`config.mk`:
```
export PLATFORM = sky130hd
export DESIGN_NAME = gray_step_monitor
export DESIGN_NICKNAME = d
export VERILOG_FILES = /design/src/rtl/gray_step_monitor.sv
export SDC_FILE = /design/constraint.sdc
export NUM_CORES = 1
export LEC_CHECK = 0
export ABC_AREA = 1
export BUFFER_PORTS_ARGS = -buffer_cell sky130_fd_sc_hd__buf_2
export CORE_AREA = 4 4 60 62
export CTS_BUF_LIST = sky130_fd_sc_hd__clkbuf_4
export CTS_CLUSTER_SIZE = 30
export DETAILED_ROUTE_END_ITERATION = 7
export DIE_AREA = 0 0 64 66
export SYNTH_ARGS = -nofsm -noshare
export SYNTH_HDL_FRONTEND = slang
export SYNTH_SLANG_ARGS = --single-unit
```
`constraint.sdc`:
```
create_clock -name Clk -period 3.6 [get_ports Clk]
set_input_delay 0.9 -clock Clk [delete_from_list [all_inputs] [get_ports Clk]]
set_output_delay 0.9 -clock Clk [all_outputs]
set_load 0.02 [all_outputs]
```
`src/rtl/gray_step_monitor.sv`:
```
// gray_step_monitor
//   Consumes the Gray code from the upstream counter. Each enabled cycle the
//   sample is converted to binary and compared with the last accepted value.
//   A change of +1 counts as a forward step and -1 as a backward step. Any
//   other change latches a sticky fault. Steps is a position counter that
//   wraps modulo 2^CNT_W.
//
// Ports:
//   Clk    - system clock, rising edge
//   Reset  - synchronous active-high reset, takes priority over En
//   En     - sample enable; GrayIn is ignored when low
//   GrayIn - Gray-coded value from the upstream counter
//   Binary - registered binary value of the last accepted sample
//   Steps  - step position: +1 forward, -1 backward, wraps
//   Dir    - direction of the last step (1 forward, 0 backward)
//   Wrap   - one-cycle pulse on a forward step from all-ones to zero
//   Locked - high once a reference sample has been taken
//   Error  - sticky illegal-transition flag
module gray_step_monitor #(
  parameter int WIDTH = 3,
  parameter int CNT_W = 8
) (
  input  logic             Clk,
  input  logic             Reset,
  input  logic             En,
  input  logic [WIDTH-1:0] GrayIn,
  output logic [WIDTH-1:0] Binary,
  output logic [CNT_W-1:0] Steps,
  output logic             Dir,
  output logic             Wrap,
  output logic             Locked,
  output logic             Error
);

  typedef enum logic [1:0] {
    INIT  = 2'b00,
    TRACK = 2'b01,
    FAULT = 2'b10
  } state_t;

  state_t           state;
  logic [WIDTH-1:0] b;
  logic [WIDTH-1:0] d;

  // Gray to binary: each binary bit is the XOR of all Gray bits at or above it.
  always_comb begin
    b = '0;
    b[WIDTH-1] = GrayIn[WIDTH-1];
    for (int unsigned i = WIDTH - 1; i > 0; i--) begin
      b[i-1] = b[i] ^ GrayIn[i-1];
    end
  end

  // Modular distance from the last accepted sample.
  assign d = b - Binary;

  always_ff @(posedge Clk) begin
    if (Reset) begin
      state  <= INIT;
      Binary <= '0;
      Steps  <= '0;
      Dir    <= 1'b0;
      Wrap   <= 1'b0;
      Locked <= 1'b0;
      Error  <= 1'b0;
    end else begin
      // Wrap is a pulse: cleared every cycle unless a qualifying step sets it.
      Wrap <= 1'b0;
      case (state)
        INIT: begin
          if (En) begin
            Binary <= b;
            Locked <= 1'b1;
            state  <= TRACK;
          end
        end
        TRACK: begin
          if (En) begin
            if (d == WIDTH'(1)) begin
              Binary <= b;
              Steps  <= Steps + CNT_W'(1);
              Dir    <= 1'b1;
              Wrap   <= (Binary == '1);
            end else if (d == '1) begin
              Binary <= b;
              Steps  <= Steps - CNT_W'(1);
              Dir    <= 1'b0;
            end else if (d != '0) begin
              Binary <= b;
              Error  <= 1'b1;
              state  <= FAULT;
            end
          end
        end
        FAULT: begin
          if (En) begin
            Binary <= b;
          end
        end
        default: state <= INIT;
      endcase
    end
  end

endmodule

```
== Yosys cells after proc, flatten, opt, wreduce, memory -nomap -nowiden ==
Cells that the tools add are included.

* Register bits: 17
* Input port bits: 6

* Add/subtract/negate cells: 3
* Eq/ne operators: 12
* Muxes and demuxes: 16
* Bitwise operators: 7
* Reductions and logical operators: 11

{| class="wikitable"
|+ Operator list
! cell !! count
|-
| $mux 8 || 2
|-
| $mux 3 || 5
|-
| $mux 2 || 5
|-
| $ne 2x2->1 const B || 5
|-
| $add 8x1->8 const B || 1
|-
| $sub 8x1->8 const B || 1
|-
| $eq 3x3->1 const B || 2
|-
| $pmux 2 s3 || 1
|-
| $pmux 3 s2 || 1
|-
| $reduce_and 6->1 || 1
|-
| $not 1->1 || 5
|-
| $reduce_and 5->1 || 1
|-
| $ne 4x4->1 const B || 1
|-
| $reduce_and 4->1 || 1
|-
| $reduce_bool 2->1 || 2
|-
| $reduce_or 4->1 || 1
|-
| $eq 3x1->1 const B || 1
|-
| $reduce_and 3->1 || 1
|-
| $reduce_bool 3->1 || 1
|-
| $sub 3x3->3 || 1
|-
| $eq 2x1->1 const B || 1
|-
| $eq 2x2->1 const B || 1
|-
| $logic_not 2->1 || 1
|-
| $mux 1 || 2
|-
| other kinds (4) || 5
|}

== Depth between registers and ports, before layout ==
* Depth after elaboration: 9
* Depth in mapped cells: 22

== Worst setup path before layout ==
No wires, ideal clock.

* Path type: input -> register
* From: in GrayIn[2]
* To: reg Steps[7]
* Data arrival time: 3441 ps
* Required time: 3491 ps
* Setup slack: 51 ps
* Cell stages on the path: 16
* Cells stage by stage: xnor2_1 xor2_1 ha_1 inv_1 fa_1 nor2_8 nand3_4 ha_1 a21oi_1 o21ai_0 a21oi_1 nand2_1 nand2_1 nand3_1 nand2_1 inv_1

* Word-level cells in the longest chain between the ends: 6

{| class="wikitable"
|+ Ends and longest elaborated chain
! what !! RTL line !! text
|-
| start: declaration || 26 || <nowiki>input logic [WIDTH-1:0] GrayIn,</nowiki>
|-
| $xor 1x1->1 (2 in series) || 50 || <nowiki>b[i-1] = b[i] ^ GrayIn[i-1];</nowiki>
|-
| $sub 3x3->3 * || 55 || <nowiki>assign d = b - Binary;</nowiki>
|-
| $eq 3x1->1 / $eq 3x3->1 (equally long branches) || 79, 84 ||
|-
| $reduce_bool 2->1 (no line) || n/a ||
|-
| $reduce_and 3->1 (no line) || n/a ||
|-
| end signal: assignment || 81 || <nowiki>Steps <= Steps + CNT_W'(1);</nowiki>
|-
| end signal: assignment || 86 || <nowiki>Steps <= Steps - CNT_W'(1);</nowiki>
|-
| end: declaration || 28 || <nowiki>output logic [CNT_W-1:0] Steps,</nowiki>
|}

Every way passes the cells marked *; elsewhere a longest branch is shown, timed or not.
A chain may end at the register's enable or synchronous reset.

== Worst setup path after layout ==
Same ends and word-level chain as after synthesis.

==> metrics <==
outcome finished, final reports clean; measured slew at the worst slew-check pin 0.357 ns; vias per cell 4.48; Clock Sinks 17; vias in the first global route 1113; largest net degree at the start of global routing 12; Chip Height 66 um; Synth Cell Area 1200 um^2; vias post-DR 1111; Internal 0.371 mW; peak supply drop 167 uV; worst hold path type register to register; Pleak 0.811 nW; Mean Syn Cell Area 7.22 um^2; fin area 1500 um^2; non-filler cells, final 248; Max Clk Rate roughly 300 MHz; min cycle time layout 3.35 ns; Top Ports 21; placed insts approximately 240; Ant. Diodes 0; WS Path Type input port to register; Critical Path Start Type input port; sw frac 38.4%; Slew Limit Fails 0; core area slightly above 3000 um^2; Net count, final 218; drt wl/cell 10.0 um; skew final 0.00372 ns; wirelength, routed 2.49 mm; Post-Synthesis Cells 166; M2 GR Usage 23.6%; DRT Pass-1 Iters 4; Initial Utilization 39.6%; Logic pwr share 45.8%; Cell Rows 20; critical path endpoint category register; DRT iter0 DRCs 40; Util after Layout 49.7%; gpl congestion roughly 0.78; Synth top area share 28.4%; reg2reg start Binary[0]; global-route usage over all layers 13.9%; die span in x 64 um; fin crit share slightly above 90%; critical path arrival 3.56 ns; pre-CTS setup slack -0.134 ns; met1 GRT Util roughly 17%; required time of the critical path ~3.8 ns; Root Buffer clkbuf_4; Synth area leaders dfxtp_1 (28%), inv_1 (10%), nand2_1 (10%); switching pwr 0.231 mW; EDFF count, synth 0; crit path max fanout 7; setup TNS 0 ns; final-report hold violation count 0; clock power share roughly a fifth; Worst-path clk slew 0.10 ns; Die ar. 4220 um^2; min-delay src Locked; Worst slew margin 76.2%; global-route wire length before repair 4.67 mm; gr ovfl total 0; Max clock buf depth 2; Hold Buf Count CTS 0; CP Launch Point GrayIn[2]; # DRC 0; Syn Nets 179; share of layout cells above drive strength 1 30.4%; P per Cell Area 401 nW/um^2; Synth-to-Final Area Change 25.5%; Worst-Skew Late Latency 0.30 ns; placed cell area between 1000 and 1500 um^2; Port-buffer cells 20; final worst slack 0.251 ns; htree depth 1; layer carrying the most global-route usage met2; sequential share of power 35.2%; cts bufs inserted 3; overall power 0.603 mW; CTS tree built; prevailing post-synth register cell dfxtp_1; max cap viols 0; antenna-violating nets left 0; GR Util met3 2.89%; FF+latch count, synth 17; hpwl dp 2.05 mm; cell taking the most area after synthesis dfxtp_1; post-synth cell types 29; sequential share of the synthesized area 28.4%; Ys Warns 0; hold_ws ~0.46 ns; commonest cells in the netlist inv_1 (32), nand2_1 (32), dfxtp_1 (17), a21oi_1 (16), nand3_1 (15); Async S/R FF share, synth 0%; Setup-failing EPs final 0; initial antenna violation count 0
-- power groups by stage --
stage | logic, mW | registers, mW | clock network (mW)
CTS | 0.274 | 0.212 | 0.122
floorplan | 0.178 | 0.227 | 0
global placement | 0.268 | 0.216 | 0
global route | 0.313 | 0.214 | 0.128
finish | 0.276 | 0.212 | 0.115
detailed placement | 0.273 | 0.216 | 0
-- layer usage --
| layer | vias to the layer above | routed length, um |
|---|---|---|
| met1 | 487 | 1190 |
| met3 | 5 | 89 |
| met4 | 0 | 49 |
| met5 | - | 0 |
| li1 | 605 | - |
| met2 | 14 | 1170 |
-- flip-flops by register name (all words and copies together), names as in the netlist --
signal,cells
Dir,1
Error,1
state,2
Locked,1
Wrap,1
Steps,8
Binary,3
-- path summary, 6_finish.rpt --
| kind | end | slack (ns) | depth (start not counted) |
|---|---|---|---|
| worst max-delay path | Steps[7] | 0.25 | 17 |
| worst max register to register | Steps[7] | 1.00 | 14 |
| worst min register to register | Locked | 0.46 | 2 |
| worst min-delay path | Locked | 0.46 | 2 |
-- cell type report --
class	instances	area (um^2)
clock buffer	4	30.0
fill	301	1520
inverter	34	128
multi-input combinational	113	731
sequential	17	340
tap	44	55.1
timing repair buffer	36	220
-- layout by cell type, fill, tap and decap left out, types with 2 or more instances in the layout --
master / count
a21oi_1: 14
o21ai_0: 6
nand3_2: 3
o21a_1: 5
inv_1: 32
nand3_1: 15
inv_2: 2
nand2_2: 4
clkbuf_4: 4
buf_2: 20
buf_4: 16
nor2_4: 2
nand2_4: 3
nor2_1: 4
nand2_1: 32
xor2_1: 2
nand4_1: 2
ha_1: 6
a21oi_2: 3
dfxtp_1: 17
or2_0: 2
-- timing repair --
| action | CTS | global route |
|---|---|---|
| resized for setup | 0 | 3 |
| endpoints found under the setup margin | 0 | 3 |
| buffers inserted | 0 | 0 |
-- worst max-delay path, cell delays in order --
cell,delay [ns]
buf_2,0.12
xnor2_2,0.19
xor2_1,0.22
ha_1,0.17
inv_1,0.05
fa_1,0.56
nor2_8,0.16
nand3_4,0.12
ha_1,0.36
a21oi_2,0.17
o21ai_0,0.10
a21oi_1,0.18
nand2_1,0.07
nand2_1,0.05
nand3_1,0.06
nand2_1,0.06
inv_1,0.03
-- kinds of logic (layout without fill, tap and decap cells) --
logic type,count (synthesis),after routing,synth area share (%)
AO/OA/AOI/OAI,32,32,16.4
XOR/XNOR,4,4,2.92
adder cells (fa/ha/maj),7,7,7.93
buffers and inverters,36,74,11.9
flip-flops,17,17,28.4
AND/OR/NAND/NOR,70,70,32.5
No activity file was read; power rests on OpenSTA's default activity.
